File: src/rtl/float_adder_pipe_cal_c2n.sv
// Calculation stage of the pipelined float adder: fraction add/sub into the calc-to-normalize register.
// Latency: 1 clk from c_* inputs to n_* outputs.
// Backpressure: en=0 stalls (all n_* hold); flush clears n_valid only. Option macro: FADD_CAL_ZERO_SIGN_EN.
module float_adder_pipe_cal_c2n (
  input  logic        clk,
  input  logic        rst_n,
  input  logic        en,
  input  logic        flush,
  input  logic        c_valid,
  input  logic [1:0]  c_rm,
  input  logic        c_inf_nan,
  input  logic [22:0] c_inf_nan_frac,
  input  logic        c_sign,
  input  logic [7:0]  c_exp,
  input  logic        c_op_sub,
  input  logic [23:0] c_large_frac,
  input  logic [26:0] c_small_frac,
  output logic        n_valid,
  output logic [1:0]  n_rm,
  output logic        n_inf_nan,
  output logic [22:0] n_inf_nan_frac,
  output logic        n_sign,
  output logic [7:0]  n_exp,
  output logic [27:0] n_cal_frac,
  output logic        n_zero
);

  logic [27:0] large_ext;
  logic [27:0] small_ext;
  logic [27:0] cal_frac;
  logic        zero;
  logic        sign_nxt;

  // Large fraction gets three zero guard/round/sticky bits; bit 27 catches the add carry-out.
  assign large_ext = {1'b0, c_large_frac, 3'b000};
  assign small_ext = {1'b0, c_small_frac};

  // Align stage guarantees large >= small, so subtraction never wraps.
  assign cal_frac = c_op_sub ? (large_ext - small_ext) : (large_ext + small_ext);
  assign zero     = (cal_frac == 28'h0);

  // Result sign: optionally force IEEE exact-zero sign on an effective subtraction that cancels.
  always_comb begin
    sign_nxt = c_sign;
`ifdef FADD_CAL_ZERO_SIGN_EN
    if (c_op_sub && zero && !c_inf_nan) begin
      sign_nxt = (c_rm == 2'b11);
    end
`endif
  end

  // Valid tracking: flush kills the in-flight result even while stalled.
  always_ff @(posedge clk or negedge rst_n) begin
    if (!rst_n) begin
      n_valid <= 1'b0;
    end else if (flush) begin
      n_valid <= 1'b0;
    end else if (en) begin
      n_valid <= c_valid;
    end
  end

  // Data registers load on every enabled edge; consumers qualify with n_valid.
  always_ff @(posedge clk or negedge rst_n) begin
    if (!rst_n) begin
      n_rm           <= 2'b00;
      n_inf_nan      <= 1'b0;
      n_inf_nan_frac <= 23'h0;
      n_sign         <= 1'b0;
      n_exp          <= 8'h0;
      n_cal_frac     <= 28'h0;
      n_zero         <= 1'b0;
    end else if (en) begin
      n_rm           <= c_rm;
      n_inf_nan      <= c_inf_nan;
      n_inf_nan_frac <= c_inf_nan_frac;
      n_sign         <= sign_nxt;
      n_exp          <= c_exp;
      n_cal_frac     <= cal_frac;
      n_zero         <= zero;
    end
  end

endmodule

File: config.mk
export PLATFORM = sky130hd
export DESIGN_NAME = float_adder_pipe_cal_c2n
export DESIGN_NICKNAME = d
export VERILOG_FILES = /design/src/rtl/float_adder_pipe_cal_c2n.sv
export SDC_FILE = /design/constraint.sdc
export NUM_CORES = 1
export LEC_CHECK = 0
export ABC_AREA = 1
export BUFFER_PORTS_ARGS = -buffer_cell sky130_fd_sc_hd__buf_4
export CORE_MARGIN = 1
export CORE_UTILIZATION = 59
export CTS_CLUSTER_DIAMETER = 30
export DETAILED_ROUTE_END_ITERATION = 10
export PLACE_DENSITY = 0.86
export SLEW_MARGIN = 15
export SYNTH_ARGS = -nofsm -noshare
export SYNTH_HDL_FRONTEND = slang
export SYNTH_SLANG_ARGS = --single-unit
File: constraint.sdc
create_clock -name clk -period 1.2 [get_ports clk]
set_input_delay 0.18 -clock clk [delete_from_list [all_inputs] [get_ports clk]]
set_output_delay 0.18 -clock clk [all_outputs]
set_load 0.02 [all_outputs]
==> flow_summary.json, run 1 <==
{
  "synth-seq-area-share": 0.2707,
  "synthArstFlopShare": 1.000,
  "cts.htree.levels": 3,
  "gp_routability_congestion": 0.9535,
  "synth-edff-count": 0,
  "dominantRegCellSynth": "dfrtp_1",
  "syn_inst": 1007,
  "cts-buffers-inserted": 9,
  "post-place-cells": 1396,
  "synth-warning-count": 0,
  "yosys.area.top_type_share": 0.2707,
  "cts_post_setup_buffers_inserted": 44,
  "synthDominantAreaCellType": "dfrtp_1",
  "cts_buffer_depth": 2,
  "ports": 157,
  "cts.root.buffer_cell": "clkbuf_8",
  "port-buffer-count": 156,
  "clock-sinks": 65,
  "start_util": 0.6119,
  "count_of_unique_library_cells_instantiated_by_yosys": 35,
  "die_height_um": 102.9,
  "flow.stopped_at": "clock tree synthesis",
  "post-dp-hpwl_um": 18550,
  "cts_resized": 273,
  "synth_top_cells_by_area": "dfrtp_1 27%, nand2_1 26%, ha_1 10%, inv_1 9.0%, nand3_1 5.9%",
  "floorplan.die.width_um": 102.9,
  "place_worst_setup_slack_ns": -0.9992,
  "synth.ff_latch_count": 65,
  "first-error": "[ERROR DPL-0038] Utilization greater than 100%, impossible to legalize",
  "synthesis.nets": 1150,
  "postPlaceCellArea_um2": 8780,
  "cts_hold_buffers": 2,
  "run_status": "aborted with a tool error",
  "syn_area_per_cell_um2": 5.966,
  "mapped_area_um2": 6008,
  "std_cell_rows": 36
}
==> cell families after synthesis <==
logic type | synth area share
buffers and inverters | 0.1160
AOI/OAI and AO/OA | 0.1037
xor gates and xnor gates | 0.001458
DFF | 0.2707
adders and majority gates | 0.1075
and+or+nand+nor | 0.4007
==> through the flow <==
stage	TNS (ns)	utilization
3_3_place_gp	-15.28	0.8941
3_5_place_dp	-17.72	0.8941
2_1_floorplan	-5.137	-
==> Yosys cell counts, types with 4 or more instances <==
library cell	instances
nand3_1	71
clkbuf_1	14
o21bai_1	8
nand4_1	6
inv_1	144
a31oi_1	9
ha_1	50
nand2_1	418
dfrtp_1	65
clkbuf_2	4
nor2_1	92
buf_2	10
a21oi_1	40
nor3_1	7
nand3b_1	4
o21ai_0	40
==> run 2: changes to the inputs <==
--- a/config.mk
+++ b/config.mk
@@ -8,10 +8,9 @@
 export ABC_AREA = 1
 export BUFFER_PORTS_ARGS = -buffer_cell sky130_fd_sc_hd__buf_4
 export CORE_MARGIN = 1
-export CORE_UTILIZATION = 59
-export CTS_CLUSTER_DIAMETER = 30
+export CORE_UTILIZATION = 40
 export DETAILED_ROUTE_END_ITERATION = 10
-export PLACE_DENSITY = 0.86
+export PLACE_DENSITY_LB_ADDON = 0.15
 export SLEW_MARGIN = 15
 export SYNTH_ARGS = -nofsm -noshare
 export SYNTH_HDL_FRONTEND = slang
==> flow_summary.json, run 2 <==
{
  "avgRoutedWirePerCell_um": 14.91,
  "worst_setup_sp_type": "input port",
  "largest_register": "n_cal_frac",
  "hold_viol_final": 0,
  "stdcell_area_um2": 10780,
  "drv_cap": 0,
  "std_cell_rows": 44,
  "clock.fmax_mhz": 557.4,
  "iteration_0_drc_markers": 593,
  "synth-edff-count": 0,
  "port-buffer-count": 156,
  "synthesis.nets": 1150,
  "firstDrtPassIters": 6,
  "final.setup.worst_slack_ns": -0.5939,
  "grt_pass1_wl_um": 34890,
  "ports": 157,
  "max_slew.worst_pin.slew_ns": 0.3684,
  "core_area_um2": 14590,
  "cts.htree.levels": 3,
  "critical_path.most_common_cell": "nand2_1",
  "detail_route.drc_violations": 0,
  "synth.ff_latch_count": 65,
  "critical_path.cell_chain": "buf_4 > ha_4 > inv_2 > nand2_1 > nand2_2 > a21oi_4 > nand4_1 > nand2_1 > nand2_1 > nand2_2 > nand3_2 > nor2_1 > nand2_1 > nor2_1 > nand3_1 > nand2_1",
  "synth-seq-area-share": 0.2707,
  "number_of_flip_flops_under_the_largest_register_name": 28,
  "die_height_um": 124.6,
  "synth.most_common_cell": "nand2_1",
  "routed_wirelength_um": 22590,
  "clk_pin_slew_ns": 0.05,
  "biggestRegsByFlops": "n_cal_frac (28), n_inf_nan_frac (23), n_exp (8)",
  "cts_buffer_depth": 2,
  "min-delay-path-class": "in2reg",
  "sequential_cell_area_um2": 1627,
  "unrepaired_setup_endpoints_after_global_routing": "true",
  "timing.slew.headroom": 0.7544,
  "yosys-top-cells-count": "418 x nand2_1, 144 x inv_1, 92 x nor2_1",
  "clock-sinks": 65,
  "floorplan.die.width_um": 124.6,
  "period_share": 1.495,
  "required_worst_endpoint_ns": 1.46,
  "dieArea_um2": 15520,
  "layout.cells.most_common": "buf_4",
  "drive_gt1_frac": 0.5237,
  "global_route.usage.total": 0.2761,
  "timing.setup.critical_path_class": "in2reg",
  "flow.area_growth_from_synthesis_pct": 79.45,
  "grt_overflow_total": 0,
  "worst_clock_skew_ns": 0,
  "postPlaceCellArea_um2": 8936,
  "violations": "negative setup slack",
  "highest_fanout_seen_on_the_critical_path": 7,
  "grt_start_max_net_pins": 45,
  "syn_area_per_cell_um2": 5.966,
  "synth_top_cells_by_area": "dfrtp_1 27%, nand2_1 26%, ha_1 10%, inv_1 9.0%, nand3_1 5.9%",
  "clock_insertion_delay_at_the_later_pin_of_the_skew_report_ns": 0.32,
  "leakage_nw": 5.681,
  "dominantRegCellSynth": "dfrtp_1",
  "count_of_unique_library_cells_instantiated_by_yosys": 35,
  "multi_input_area_um2": 5190,
  "vdd.ir_drop.worst_uv": 866.3,
  "cts_tree": "yes",
  "syn_inst": 1007,
  "gp_routability_congestion": 0.9186,
  "post-dp-hpwl_um": 16540,
  "first_global_vias": 7226,
  "synthArstFlopShare": 1.000,
  "ff2ff_path_depth": 2,
  "fillers": 1169,
  "yosys.area.top_type_share": 0.2707,
  "mostFrequentLayoutCells": "294 x buf_4, 290 x nand2_1, 102 x nand2_2",
  "cts-buffers-inserted": 9,
  "worst_hold_path.num_cells": 2,
  "ant_nets": 0,
  "synthDominantAreaCellType": "dfrtp_1",
  "start_util": 0.4118,
  "power_density_nw_per_um2": 974.9,
  "via_count": 7719,
  "antenna_violations_before_repair": 0,
  "timing.final.setup_violations": 23,
  "timing.final.crit_period_ns": 1.794,
  "critical_path.slowest_cell": "ha_4",
  "slowest_delay_ns": 0.36,
  "synth-warning-count": 0,
  "mapped_area_um2": 6008,
  "endpoint_kind": "register",
  "crit_arrival_ns": 2.05,
  "cts.root.buffer_cell": "clkbuf_16",
  "nets_final": 1469,
  "tns_ns": -8.598,
  "run_status": "finished with violations",
  "antennaDiodeCount": 0,
  "detail_route.vias_per_cell": 5.095,
  "drv_slew": 0
}
run 2: metrics by stage:
step | utilization | std cells | hold slack [ns] | setup WS [ns] | total power, mW
floorplan | - | 1007 | -0.1156 | -0.5015 | 4.850
global placement | 0.6125 | 1461 | 0.09018 | -1.024 | 6.760
detailed placement | 0.6125 | 1461 | 0.09195 | -1.038 | 6.801
CTS | 0.7051 | 1505 | 0.01280 | -0.4835 | 10.09
global route | 0.7390 | 1515 | 0.01579 | -0.7414 | 11.05
finish | 0.7390 | 1515 | 0.02322 | -0.5939 | 10.51
run 2: layout make-up:
cell class | count | share of cell area
multi-input cells | 766 | 0.4814
repair buffers | 340 | 0.2593
flip-flops and latches | 65 | 0.1509
inverters | 144 | 0.05849
clock buffers | 14 | 0.02541
well taps | 184 | 0.02135
clock inverters | 2 | 0.003249
run 2: path summary, 6_finish.rpt:
path	from	end	slack (ns)
max	c_large_frac[9]	n_zero$_DFFE_PN0P_	-0.59
min	flush	n_valid$_DFFE_PN0P_	0.02
max reg2reg	n_valid$_DFFE_PN0P_	n_valid$_DFFE_PN0P_	0.52
min reg2reg	n_inf_nan_frac[7]$_DFFE_PN0P_	n_inf_nan_frac[7]$_DFFE_PN0P_	0.47
max in group asynchronous	rst_n	n_inf_nan_frac[22]$_DFFE_PN0P_	0.45
min in group asynchronous	rst_n	n_exp[2]$_DFFE_PN0P_	0.29
run 2: cell families after synthesis:
logic type               share of synthesized area
AO/OA/AOI/OAI                               0.1037
buffers and inverters                       0.1160
XOR/XNOR                                  0.001458
adder cells (fa/ha/maj)                     0.1075
AND/OR/NAND/NOR                             0.4007
flip-flops                                  0.2707
run 2: repair_timing:
action                                  in CTS  in global routing
hold buffers                                 1                  0
buffers inserted                            30                 10
cloned                                       0                  0
resized for setup                          253                116
pin swaps                                  118                 90
hold endpoints to repair                    19                  0
endpoints found under the setup margin      23                 24
run 2: critical path, delay by kind of cell:
kind	cells	cell delay, ns
AOI/OAI and AO/OA	1	0.21
adders and majority gates	1	0.36
buffers and inverters	2	0.18
and+or+nand+nor	12	1.13
run 2: power breakdown:
group	switching [mW]	internal, mW
clock network	0.850	1.77
logic	2.88	2.41
registers	0.140	2.45
run 2: routing by layer:
layer | up-vias | wire (um) | track usage
li1 | 3771 | - | -
met1 | 3570 | 9569 | 0.3645
met2 | 316 | 11050 | 0.4680
met3 | 62 | 1436 | 0.03608
met4 | 0 | 529 | 0.08221
met5 | - | 0 | 0
Power figures use the tool's default switching activity.
==> run 3: changes to the inputs <==
--- a/config.mk
+++ b/config.mk
@@ -7,10 +7,10 @@
 export LEC_CHECK = 0
 export ABC_AREA = 1
 export BUFFER_PORTS_ARGS = -buffer_cell sky130_fd_sc_hd__buf_4
-export CORE_MARGIN = 1
-export CORE_UTILIZATION = 40
+export CORE_MARGIN = 3
+export CORE_UTILIZATION = 50
 export DETAILED_ROUTE_END_ITERATION = 10
-export PLACE_DENSITY_LB_ADDON = 0.15
+export PLACE_DENSITY = 0.78
 export SLEW_MARGIN = 15
 export SYNTH_ARGS = -nofsm -noshare
 export SYNTH_HDL_FRONTEND = slang
==> flow_summary.json, run 3 <==
{
  "flow.stopped_at": "global routing",
  "worst-endpoint-pin-kind": "register input",
  "grt_overflow_total": 4,
  "synthArstFlopShare": 1.000,
  "die_height_um": 115.6,
  "synth_top_family_by_area": "simple AND/OR/NAND/NOR gates",
  "global_route.usage.total": 0.6567,
  "cts-buffers-inserted": 9,
  "yosys.area.top_type_share": 0.2707,
  "post_synth_mux_area_share": 0,
  "synth.ff_latch_count": 65,
  "post-dp-hpwl_um": 16830,
  "mapped_area_um2": 6008,
  "yosys-top-cells-count": "418 x nand2_1, 144 x inv_1, 92 x nor2_1",
  "grt_start_max_net_pins": 33,
  "ports": 157,
  "gp_routability_congestion": 0.9588,
  "synthDominantAreaCellType": "dfrtp_1",
  "cts.root.buffer_cell": "clkbuf_16",
  "synth-warning-count": 0,
  "clock-sinks": 65,
  "synth_xor_xnor_area_share": 0.001458,
  "place_worst_setup_slack_ns": -0.9693,
  "syn_area_per_cell_um2": 5.966,
  "dominantRegCellSynth": "dfrtp_1",
  "start_util": 0.5195,
  "synth.most_common_cell": "nand2_1",
  "synth-adder-area-share": 0.1075,
  "synthSimpleGateAreaFrac": 0.4007,
  "syn_inst": 1007,
  "synth-seq-area-share": 0.2707,
  "synth_compound_gate_area_share": 0.1037,
  "first-error": "[ERROR GRT-0232] Routing congestion too high. Check the congestion heatmap in the GUI.",
  "synth_top_cells_by_area": "dfrtp_1 27%, nand2_1 26%, ha_1 10%, inv_1 9.0%, nand3_1 5.9%",
  "synth-edff-count": 0,
  "synthesis.nets": 1150,
  "grt_repair_worst_endpoint": "n_zero$_DFFE_PN0P_/D",
  "std_cell_rows": 39,
  "cts_buffer_depth": 2,
  "cts.htree.levels": 3,
  "post-place-cells": 1422,
  "run_status": "aborted with a tool error",
  "port-buffer-count": 156,
  "floorplan.die.width_um": 115.6,
  "count_of_unique_library_cells_instantiated_by_yosys": 35
}
[run 3: kinds of logic after synthesis]
group           after synthesis
simple gates                603
buf+inv                     176
compound gates              111
flops                        65
fa+ha+maj                    51
xor+xnor                      1
[run 3: repair_timing]
action                                  4_1_cts
endpoints found under the setup margin       24
setup buffers                                23
cloned                                        0
hold endpoints to repair                     17
resized for setup                           207
hold buffers                                  1
pin swaps                                   110
[run 3: layer usage]
metal | overflow | GRT usage
met2 | 1 | 0.8696
met4 | 3 | 0.6172
met1 | 0 | 0.6575
met3 | 0 | 0.4637
met5 | 0 | 0.1630
[run 3: through the flow]
step                utilization  instance area [um2]  hold slack (ns)
CTS                      0.8653                10010         0.002346
detailed placement       0.7706                 8912          0.06921
global placement         0.7706                 8912          0.06868
floorplan                     -                 6620          -0.1156
